===== src/rtl/clint_pkg.sv =====
// Shared CLINT constants: register offsets, time width, compare reset value
// and the byte-lane merge helper used by every writable register.
package clint_pkg;

  localparam int TIME_WIDTH = 64;

  localparam logic [31:0] CLINT_BASE      = 32'h0020_0000;
  localparam logic [31:0] MSIP_OFFSET     = 32'h0000_0000;
  localparam logic [31:0] MTIMECMP_OFFSET = 32'h0000_4000;
  localparam logic [31:0] MTIME_OFFSET    = 32'h0000_bff8;

  localparam logic [TIME_WIDTH-1:0] MTIMECMP_RESET = 64'hFFFF_FFFF_FFFF_FFFF;

  // Replace only the byte lanes selected by byteEnable, keep the rest.
  function automatic logic [31:0] mergeBytes(
    input logic [31:0] oldWord,
    input logic [31:0] newWord,
    input logic [3:0]  byteEnable
  );
    logic [31:0] merged;
    merged = oldWord;
    for (int b = 0; b < 4; b++) begin
      if (byteEnable[b]) merged[8*b +: 8] = newWord[8*b +: 8];
    end
    return merged;
  endfunction

endpackage


===== src/rtl/clint_cmp_channel.sv =====
// One hart's mtimecmp register with byte-enabled writes and the registered
// mtime >= mtimecmp timer interrupt.
module clint_cmp_channel
  import clint_pkg::*;
(
  input  logic                  clock,
  input  logic                  reset,
  input  logic                  writeLow,
  input  logic                  writeHigh,
  input  logic [3:0]            writeByteEnable,
  input  logic [31:0]           writeData,
  input  logic [TIME_WIDTH-1:0] mtime,
  output logic [31:0]           cmpLow,
  output logic [31:0]           cmpHigh,
  output logic                  timerInterrupt
);

  logic [TIME_WIDTH-1:0] mtimecmp;

  // Compare register: each word updates only on its own byte lanes.
  always_ff @(posedge clock or posedge reset) begin
    if (reset) begin
      mtimecmp <= MTIMECMP_RESET;
    end else begin
      if (writeLow)  mtimecmp[31:0]  <= mergeBytes(mtimecmp[31:0], writeData, writeByteEnable);
      if (writeHigh) mtimecmp[63:32] <= mergeBytes(mtimecmp[63:32], writeData, writeByteEnable);
    end
  end

  // Interrupt is registered from current register values, so it trails both
  // mtime reaching the compare value and a compare write by one cycle.
  always_ff @(posedge clock or posedge reset) begin
    if (reset) timerInterrupt <= 1'b0;
    else       timerInterrupt <= (mtime >= mtimecmp);
  end

  assign cmpLow  = mtimecmp[31:0];
  assign cmpHigh = mtimecmp[63:32];

endmodule


===== src/rtl/clint_timer.sv =====
// Core-local interruptor: prescaled 64-bit mtime, per-hart mtimecmp channels
// and msip bits behind a simple word-addressed register bus.
module clint_timer
  import clint_pkg::*;
#(
  parameter int DATA_WIDTH   = 32,
  parameter int ADDRESS_BITS = 32,
  parameter int NUM_HARTS    = 2,
  parameter int PRESCALE     = 1,
  parameter logic [ADDRESS_BITS-1:0] MSIP_BASE     = ADDRESS_BITS'(CLINT_BASE + MSIP_OFFSET),
  parameter logic [ADDRESS_BITS-1:0] MTIMECMP_BASE = ADDRESS_BITS'(CLINT_BASE + MTIMECMP_OFFSET),
  parameter logic [ADDRESS_BITS-1:0] MTIME_ADDR    = ADDRESS_BITS'(CLINT_BASE + MTIME_OFFSET)
) (
  input  logic                    clock,
  input  logic                    reset,
  input  logic                    readEnable,
  input  logic                    writeEnable,
  input  logic [DATA_WIDTH/8-1:0] writeByteEnable,
  input  logic [ADDRESS_BITS-1:0] address,
  input  logic [DATA_WIDTH-1:0]   writeData,
  output logic [DATA_WIDTH-1:0]   readData,
  output logic [NUM_HARTS-1:0]    timer_interrupt,
  output logic [NUM_HARTS-1:0]    software_interrupt
);

  localparam logic [15:0] PRESCALE_LAST = 16'(PRESCALE - 1);

  logic [TIME_WIDTH-1:0] mtime;
  logic [15:0]           prescaleCount;
  logic                  tick;
  logic                  mtimeLowHit;
  logic                  mtimeHighHit;
  logic                  mtimeWrite;
  logic [NUM_HARTS-1:0]  msip;
  logic [NUM_HARTS-1:0]  msipHit;
  logic [NUM_HARTS-1:0]  cmpLowHit;
  logic [NUM_HARTS-1:0]  cmpHighHit;
  logic [31:0]           cmpLowWord  [NUM_HARTS];
  logic [31:0]           cmpHighWord [NUM_HARTS];
  logic [DATA_WIDTH-1:0] readMux;

  // Address decode for every mapped word; anything else is a silent hole.
  always_comb begin
    mtimeLowHit  = (address == MTIME_ADDR);
    mtimeHighHit = (address == ADDRESS_BITS'(MTIME_ADDR + 4));
    msipHit      = '0;
    cmpLowHit    = '0;
    cmpHighHit   = '0;
    for (int h = 0; h < NUM_HARTS; h++) begin
      msipHit[h]    = (address == ADDRESS_BITS'(MSIP_BASE + 4*h));
      cmpLowHit[h]  = (address == ADDRESS_BITS'(MTIMECMP_BASE + 8*h));
      cmpHighHit[h] = (address == ADDRESS_BITS'(MTIMECMP_BASE + 8*h + 4));
    end
  end

  assign tick       = (prescaleCount == PRESCALE_LAST);
  assign mtimeWrite = writeEnable && (mtimeLowHit || mtimeHighHit);

  // Time base: a software write owns the whole counter for that cycle and
  // restarts the prescaler; otherwise count prescaled ticks, wrapping at 2^64.
  always_ff @(posedge clock or posedge reset) begin
    if (reset) begin
      mtime         <= '0;
      prescaleCount <= '0;
    end else if (mtimeWrite) begin
      prescaleCount <= '0;
      if (mtimeLowHit)  mtime[31:0]  <= mergeBytes(mtime[31:0], writeData, writeByteEnable);
      if (mtimeHighHit) mtime[63:32] <= mergeBytes(mtime[63:32], writeData, writeByteEnable);
    end else if (tick) begin
      mtime         <= mtime + TIME_WIDTH'(1);
      prescaleCount <= '0;
    end else begin
      prescaleCount <= prescaleCount + 16'd1;
    end
  end

  // Software interrupt bits; only byte lane 0 carries the msip bit.
  always_ff @(posedge clock or posedge reset) begin
    if (reset) begin
      msip <= '0;
    end else begin
      for (int h = 0; h < NUM_HARTS; h++) begin
        if (writeEnable && msipHit[h] && writeByteEnable[0]) msip[h] <= writeData[0];
      end
    end
  end

  genvar g;
  generate
    for (g = 0; g < NUM_HARTS; g++) begin : gChannel
      clint_cmp_channel channel (
        .clock           (clock),
        .reset           (reset),
        .writeLow        (writeEnable && cmpLowHit[g]),
        .writeHigh       (writeEnable && cmpHighHit[g]),
        .writeByteEnable (writeByteEnable),
        .writeData       (writeData),
        .mtime           (mtime),
        .cmpLow          (cmpLowWord[g]),
        .cmpHigh         (cmpHighWord[g]),
        .timerInterrupt  (timer_interrupt[g])
      );
    end
  endgenerate

  // Read selection from pre-write register contents; holes read as zero.
  always_comb begin
    readMux = '0;
    if (mtimeLowHit)  readMux = mtime[31:0];
    if (mtimeHighHit) readMux = mtime[63:32];
    for (int h = 0; h < NUM_HARTS; h++) begin
      if (msipHit[h])    readMux = DATA_WIDTH'(msip[h]);
      if (cmpLowHit[h])  readMux = cmpLowWord[h];
      if (cmpHighHit[h]) readMux = cmpHighWord[h];
    end
  end

  // Registered read port that holds its last value between reads.
  always_ff @(posedge clock or posedge reset) begin
    if (reset)           readData <= '0;
    else if (readEnable) readData <= readMux;
  end

  assign software_interrupt = msip;

endmodule


===== config.mk =====
export PLATFORM = sky130hd
export DESIGN_NAME = clint_timer
export DESIGN_NICKNAME = d
export VERILOG_FILES = /design/src/rtl/clint_pkg.sv /design/src/rtl/clint_cmp_channel.sv /design/src/rtl/clint_timer.sv
export SDC_FILE = /design/constraint.sdc
export NUM_CORES = 1
export LEC_CHECK = 0
export CAP_MARGIN = 20
export CORE_MARGIN = 1
export CORE_UTILIZATION = 40
export CTS_BUF_LIST = sky130_fd_sc_hd__clkbuf_4 sky130_fd_sc_hd__clkbuf_8 sky130_fd_sc_hd__clkbuf_16
export CTS_CLUSTER_SIZE = 28
export DETAILED_ROUTE_END_ITERATION = 8
export PLACE_DENSITY_LB_ADDON = 0.1
export SLEW_MARGIN = 20
export SYNTH_ARGS = -nofsm -noshare
export SYNTH_HDL_FRONTEND = slang
export SYNTH_SLANG_ARGS = --single-unit
export TNS_END_PERCENT = 5

===== constraint.sdc =====
create_clock -name clock -period 14.42 [get_ports clock]
set_clock_uncertainty 0.05 [all_clocks]
set_input_delay 3.605 -clock clock [delete_from_list [all_inputs] [get_ports clock]]
set_output_delay 3.605 -clock clock [all_outputs]
set_load 0.01 [all_outputs]

# == Word-level counts from Yosys, hierarchy flattened ==
# Cells that the tools add are included.
# op_classes
n_addsub,2
magnitude_cmp,2
n_eq_ne,14
muxes,18
reduce_logical,36
# op_table
cell,count
2-to-1 mux 32 bit,10
== test 32 x 22 -> 1 bit (second input constant),8
greater-or-equal comparator 64 bit,2
2-to-1 mux 64 bit,2
adder 64 x 1 -> 64 bit (second input constant),1
2-to-1 mux 16 bit,2
2-to-1 mux 8 bit,4
AND reduction 2 bit,16
AND reduction 3 bit,8
adder 16 x 1 -> 16 bit (second input constant),1
zero test 16 bit,1
!= test 2 bit (second input constant),6
logical AND 1 bit,9
nonzero test 2 bit,1
logical OR 1 bit,1
# word_totals
regBits,244
input_bits,72
elab_cells,102

# == Longest topological paths before layout ==
# Gate-level depths: netlist of the first run.
# logic_depth
depth_word,9
mapped_depth,10
ltp_nobuf,9

# == By module ==
# From an unflattened synthesis of the first run, not the netlist that was laid out.
# hier_totals
cells_unflattened,1701
hier_area_um2,16263.1
# by_module_without_submodules
module,instances,cells_per_inst,area_per_inst_um2,seq_area_each_um2
clint_cmp_channel,2,356,4125.2,1706.6
clint_timer,1,989,8012.7,2852.7

# == Worst setup path before layout of the first run ==
# No wires, ideal clock.
# synth_path
kind,input-to-reg
start,input address[3]
end,register mtime[25]
arrival_ns,5.506
setup_slack_ns,8.728
cell_stages,9
path_cell_list,buf_6 nand4_2 or4_4 or4_4 buf_6 or3_1 buf_6 mux2i_1 o211ai_1
# synth_via
elab_chain_len,5
word_cells_on_any_way,9
cone_classes,4 x eq/ne; 1 x mux; 4 x reduce/logical
# synth_lines
element,line,rtl
"start, declared",clint_timer.sv:19,"input logic [ADDRESS_BITS-1:0] address,"
== test 32 x 22 -> 1 bit (on tied branches),"clint_timer.sv:44, clint_timer.sv:45",
logical OR 1 bit,clint_timer.sv:57,assign mtimeWrite = writeEnable && (mtimeLowHit || mtimeHighHit);
logical AND 1 bit,clint_timer.sv:57,
!= test 2 bit (no source line) / nonzero test 2 bit (equally long branches),-,
AND reduction 3 bit (no source line),-,
"end signal, assigned",clint_timer.sv:67,"if (mtimeLowHit) mtime[31:0] <= mergeBytes(mtime[31:0], writeData, writeByteEnable);"
"end signal, assigned",clint_timer.sv:70,mtime <= mtime + TIME_WIDTH'(1);
"end, declared",clint_timer.sv:28,logic [TIME_WIDTH-1:0] mtime;
# Several ways; a longest one is shown, not always the timed one.
# A chain may end at the register's enable or synchronous reset.

# == Final worst setup path of the first run ==
# layout_path
start,input address[20]
end,register readData[24]
# layout_via
elab_chain_len,9
word_cells_on_any_way,16
cone_classes,8 x eq/ne; 8 x mux
# layout_lines
element,line,rtl
== test 32 x 22 -> 1 bit,clint_timer.sv:44,mtimeLowHit = (address == MTIME_ADDR);
2-to-1 mux 32 bit,clint_timer.sv:109,if (mtimeLowHit) readMux = mtime[31:0];
2-to-1 mux 32 bit,clint_timer.sv:110,if (mtimeHighHit) readMux = mtime[63:32];
2-to-1 mux 32 bit,clint_timer.sv:112,if (msipHit[h]) readMux = DATA_WIDTH'(msip[h]);
2-to-1 mux 32 bit,clint_timer.sv:113,if (cmpLowHit[h]) readMux = cmpLowWord[h];
2-to-1 mux 32 bit,clint_timer.sv:114,if (cmpHighHit[h]) readMux = cmpHighWord[h];
2-to-1 mux 32 bit,clint_timer.sv:112,
2-to-1 mux 32 bit,clint_timer.sv:113,
2-to-1 mux 32 bit *,clint_timer.sv:114,
"end signal, assigned",clint_timer.sv:121,else if (readEnable) readData <= readMux;
"end, declared",clint_timer.sv:21,"output logic [DATA_WIDTH-1:0] readData,"
# Every way passes the cells marked *; elsewhere a longest branch is shown, timed or not.

==> metrics.cfg, run 1 <==
[outcome]
outcome=completed

[layout]
multi_input_area_um2=9000
antennaDiodeCount=0
nFillCells=3926
syn_to_final_growth_pct=15.4
seqCellArea_um2=6270
drive_gt1_share_pct=18.0
nets=2051

[clock_network]
cts.sinks=244
hold_buffers=0
cts_setup_buffers=0
cts_made_buffers=31
clk_pin_slew_ps=60
cts_repair_resize_count=0
cts_tree=yes
cts_buffer_depth=3
cts_root_buffer=clkbuf_16
h-tree-depth=1
clkLatencyLatePin_ps=580

[logic_synthesis]
yosysWarnings=0
ys_ff_latch=244
synth_nets=1988
yosys.area.top_type=dfstp_2
netlist_area_um2=16200
synth_edf_count=0
synth.area.top_cells=dfstp_2 (21%), dfrtp_1 (18%), ha_1 (10%)
synthCells=1785
async_reset_ff_share_pct=100
ys_types=75
seq_area_frac_synth_pct=38.7
synth.top_cell.area_share_pct=20.8
synth_flop_cell=dfstp_2
avgSynthCellArea_um2=9.08

[sta]
relSlewSlack_pct=27.6
setup_violations=0
period_share_pct=46.4
tns_ps=0
fmax_mhz=149
report.final.slew_viol_count=0
tightest_slew_ps=1080
hold_viol=0
rsz0062_at_grt=no
fin_ws_ps=7730
finalCriticalPeriod_ps=6690

[critical_path]
path_class=in2reg
start_kind=input pin
end_kind=flip-flop
critPathBufInv=3
path_max_fanout=37
cpMaxStageDelayCell=and3_1
rr_startpoint=mtime[23]
timing.rr.end=gChannel[1].channel.timerInterrupt
crit_family=simple AND/OR/NAND/NOR gates
worst-r2r-setup-slack_ps=11190
slowest_delay_ps=840
path_cells=clkdlybuf4s50_1, nor4b_1, nand4_1, nor3_4, buf_4, and3_1, buf_4, o2bb2ai_1, a211oi_1, a211oi_1
cp.arrival_ps=7120
crit_required_ps=14850
rr_worst_depth=8

[drt]
routed_wl_um=52700
ant_nets=0
vias=14000
drc=0
routedWlPerCell_um=22.0
drt_iter0_drc=942
post_drt_via_cell_ratio=5.85
firstDrtPassIters=7

[power_and_ir_drop]
design_power_total_w=0.00159
power.density_nw_per_um2=85.1
cellLeakagePower_nw=7.88
ir_drop_v=0.0000861

[global_route]
grt_max_degree=107
overflow=0
grt.total_usage_pct=25.9
antenna_found_initial=0
grt_pass1_vias=14100
grt_pass1_wl_um=83200

[floorplan]
dieArea_um2=41300
start_util_pct=40.7
die_x_um=203
fp.dieH_um=203
num_rows=73
core_um2=39800
io_pins=108

[min_path]
whs_endpoint=gChannel[0].channel.mtimecmp[32]
hold_path_class=reg2reg
whs_path_depth=2
min_from=gChannel[0].channel.mtimecmp[32]

[placement]
dp_slack_ps=7200
detailed_place_hpwl_um=37900
port_buffers=107
gp_congestion=0.874

[flow_run]
cap_violations=0

==> cells in the mapped netlist, drive strengths merged (3+ instances only) <==
master,count
o21ai,164
a21oi,145
inv,145
nor2,137
ha,131
dfstp,128
nand2,127
dfrtp,116
mux2,107
a211oi,73
clkbuf,64
nand3,63
nand4,44
mux2i,34
buf,30
and3,29
o2bb2ai,29
nor3,24
nor4,24
a21o,23
o22ai,17
o211ai,15
or3,12
xor2,10
a31oi,7
and4,7
or4,7
o21a,6
xnor2,6
a221oi,5
a21boi,4
a31o,4
or2,4
a2bb2oi,3
a41oi,3
o21bai,3
o31ai,3
o32ai,3
==> through the flow <==
step                      utilization, %  cell area [um2]  cells  hold slack, ps
after floorplan                        -            16200   1785             410
after global placement              44.3            17700   2340             424
after detailed placement            44.3            17700   2340             432
after CTS                           46.9            18700   2398             440
after global routing                47.0            18700   2398             476
final                               47.0            18700   2398             436
==> cells by family after synthesis <==
kind of cell | after synthesis | share of synthesized area, %
AND/OR/NAND/NOR | 490 | 14.9
buffers and inverters | 239 | 5.96
multiplexers | 141 | 9.54
adder cells (fa/ha/maj) | 131 | 10.1
XOR/XNOR | 16 | 0.865
flip-flops | 244 | 38.7
AO/OA/AOI/OAI | 524 | 19.9
==> registers in the layout, summed over array words and instances (netlist names) <==
name / cells
gChannel.channel.mtimecmp: 128
mtime: 64
readData: 32
prescaleCount: 16
gChannel.channel.timerInterrupt: 2
software_interrupt: 2
==> worst register-to-register path: stages (launching register included) <==
cell and delay, ps:
dfrtp_1 540, ha_1 380, nand4_1 180, nor3_1 500
o21ai_0 340, a21oi_1 410, o21ai_0 220, o2111a_1 190
o21ai_0 290
==> placed cells by master (no fill, tap or decap), drive strengths merged, types with 5 or more instances in the layout <==
cell type / instances
o21ai: 164
inv: 146
a21oi: 145
nor2: 137
ha: 131
dfstp: 128
nand2: 127
dfrtp: 116
mux2: 107
clkdlybuf4s50: 104
a211oi: 73
nand3: 63
nand4: 44
clkbuf: 44
mux2i: 34
and3: 29
o2bb2ai: 29
nor3: 24
nor4: 24
a21o: 23
buf: 20
o22ai: 17
o211ai: 15
or3: 12
clkinv: 12
xor2: 10
and4: 7
a31oi: 7
or4: 7
xnor2: 6
o21a: 6
a221oi: 5
==> where the power goes <==
part	total, W	internal [W]	switching [W]
clock network	0.000789	0.000469	0.000320
registers	0.000698	0.000693	0.00000472
logic	0.000104	0.0000411	0.0000629
==> worst max path at each step <==
stage / to / slack [ps] / start / depth (start not counted)
floorplan: gChannel[0].channel.timerInterrupt / 4280 / reset / 1
global placement: readData[18] / 7290 / address[18] / 10
detailed placement: readData[22] / 7200 / address[20] / 10
CTS: readData[22] / 7810 / address[20] / 10
global route: readData[30] / 7520 / address[20] / 10
finish: readData[24] / 7730 / address[20] / 10
==> cell type report <==
| type | instances | share of cell area [%] |
|---|---|---|
| Clock inverter | 14 | 0.529 |
| Inverter | 145 | 2.95 |
| Clock buffer | 44 | 5.03 |
| Sequential cell | 244 | 33.5 |
| Multi-Input combinational cell | 1302 | 48.1 |
| Timing Repair Buffer | 124 | 6.33 |
| Tap cell | 525 | 3.51 |
==> routing by layer <==
layer  GRT usage, %  part of all wire [%]
met1           36.2                    47
met5              0                     0
met2           41.3                    45
met3           2.75                   4.8
met4           9.26                   3.4
Note: power is estimated with default switching activity, not from simulation.
==> inputs of run 2 (changes only) <==
Clock period 14.42 ns to 6.9 ns, I/O delays scaled along.
==> metrics.cfg, run 2 (synthesis gave the netlist of run 1 again) <==
[outcome]
outcome=completed

[min_path]
whs_endpoint=gChannel[0].channel.mtimecmp[32]
hold_path_class=reg2reg
whs_path_depth=2
min_from=gChannel[0].channel.mtimecmp[32]

[layout]
nFillCells=3929
syn_to_final_growth_pct=15.6
largest_reg_flops=128
antennaDiodeCount=0
multi_input_area_um2=9000
nets=2053
final_cell_mix=o21ai_0 (162), a21oi_1 (145), inv_1 (144), nor2_1 (135), ha_1 (131)
seqCellArea_um2=6270
largest_registers=gChannel.channel.mtimecmp: 128 flops, mtime: 64 flops, readData: 32 flops
mostFrequentLayoutCell=o21ai_0
drive_gt1_share_pct=18.1
top_register=gChannel.channel.mtimecmp

[clock_network]
cts_tree=yes
cts_repair_resize_count=0
clkLatencyLatePin_ps=590
cts_root_buffer=clkbuf_16
hold_buffers=0
clk_pin_slew_ps=60
h-tree-depth=1
cts.sinks=244
cts_setup_buffers=0
cts_buffer_depth=3
cts_made_buffers=31

[floorplan]
dieArea_um2=41300
num_rows=73
die_x_um=203
start_util_pct=40.7
io_pins=108
core_um2=39800
fp.dieH_um=203

[critical_path]
cp.arrival_ps=5260
path_max_fanout=37
start_kind=input pin
crit_required_ps=7340
path_class=in2reg
worst-r2r-setup-slack_ps=3650
end_kind=flip-flop
rr_startpoint=mtime[23]
rr_worst_depth=8
timing.rr.end=gChannel[1].channel.timerInterrupt

[global_route]
grt_pass1_wl_um=83600
grt_max_degree=155
antenna_found_initial=0
grt.total_usage_pct=26.0
overflow=0
grt_pass1_vias=14000

[power_and_ir_drop]
power.density_nw_per_um2=178
ir_drop_v=0.000181
cellLeakagePower_nw=7.88

[placement]
dp_slack_ps=1520
detailed_place_hpwl_um=37900
port_buffers=107
gp_congestion=0.889

[drt]
routedWlPerCell_um=22.1
vias=13900
drc=0
routed_wl_um=53000
post_drt_via_cell_ratio=5.81
drt_iter0_drc=809
firstDrtPassIters=4
ant_nets=0

[sta]
finalCriticalPeriod_ps=4830
tightest_slew_ps=1110
fmax_mhz=207
relSlewSlack_pct=26.0
tns_ps=0
fin_ws_ps=2070
hold_viol=0
period_share_pct=69.9
report.final.slew_viol_count=0
rsz0062_at_grt=no
setup_violations=0

[flow_run]
cap_violations=0

-- run 2: through the flow --
stage / hold WS [ps] / instances / power, W / utilization, % / cell area (um2)
4_1_cts: 439 / 2400 / 0.00338 / 47.0 / 18700
6_report: 440 / 2400 / 0.00334 / 47.0 / 18700
3_3_place_gp: 426 / 2342 / 0.00170 / 44.4 / 17700
3_5_place_dp: 430 / 2342 / 0.00170 / 44.4 / 17700
5_1_grt: 487 / 2400 / 0.00344 / 47.0 / 18700
2_1_floorplan: 410 / 1785 / 0.00157 / - / 16200
-- run 2: worst max-delay path by stage --
stage / startpoint / slack [ps] / cells after the start / endpoint
3_3_place_gp: address[18] / 1580 / 10 / readData[18]
5_1_grt: address[18] / 1800 / 10 / readData[29]
3_5_place_dp: address[18] / 1520 / 10 / readData[24]
2_1_floorplan: reset / 2030 / 1 / gChannel[0].channel.timerInterrupt
6_report: address[18] / 2070 / 10 / readData[22]
4_1_cts: address[18] / 2120 / 10 / readData[22]
-- run 2: report_power, final --
group / switching [W] / internal [W] / total (W) / leakage [nW]
Combinational: 0.000133 / 0.0000868 / 0.000220 / 4.56
Clock: 0.000661 / 0.000996 / 0.00166 / 0.532
Sequential: 0.00000974 / 0.00145 / 0.00146 / 2.80
-- run 2: per-layer routing --
metal | vias up | wire length (um) | GRT usage, % | part of all wire [%]
li1 | 6651 | - | - | -
met1 | 6824 | 24700 | 36.5 | 47
met2 | 385 | 24300 | 41.9 | 46
met3 | 87 | 2500 | 3.24 | 4.7
met4 | 0 | 1610 | 7.79 | 3.0
met5 | - | 0 | 0 | 0
-- run 2: cell type report --
cell class              count  area share (%)
multi-input cells        1302            48.1
flip-flops and latches    244            33.5
repair buffers            126            6.47
clock buffers              56            5.48
well taps                 525            3.51
inverters                 145            2.93
clock inverters             2          0.0936
-- run 2: critical path, cell delays in order --
cell and delay (ps):
clkdlybuf4s50_1 410, nor4b_1 460, nand4_1 310, nor3_4 230
buf_4 440, and3_1 850, buf_4 400, o2bb2ai_1 140
a211oi_1 70, a211oi_1 200
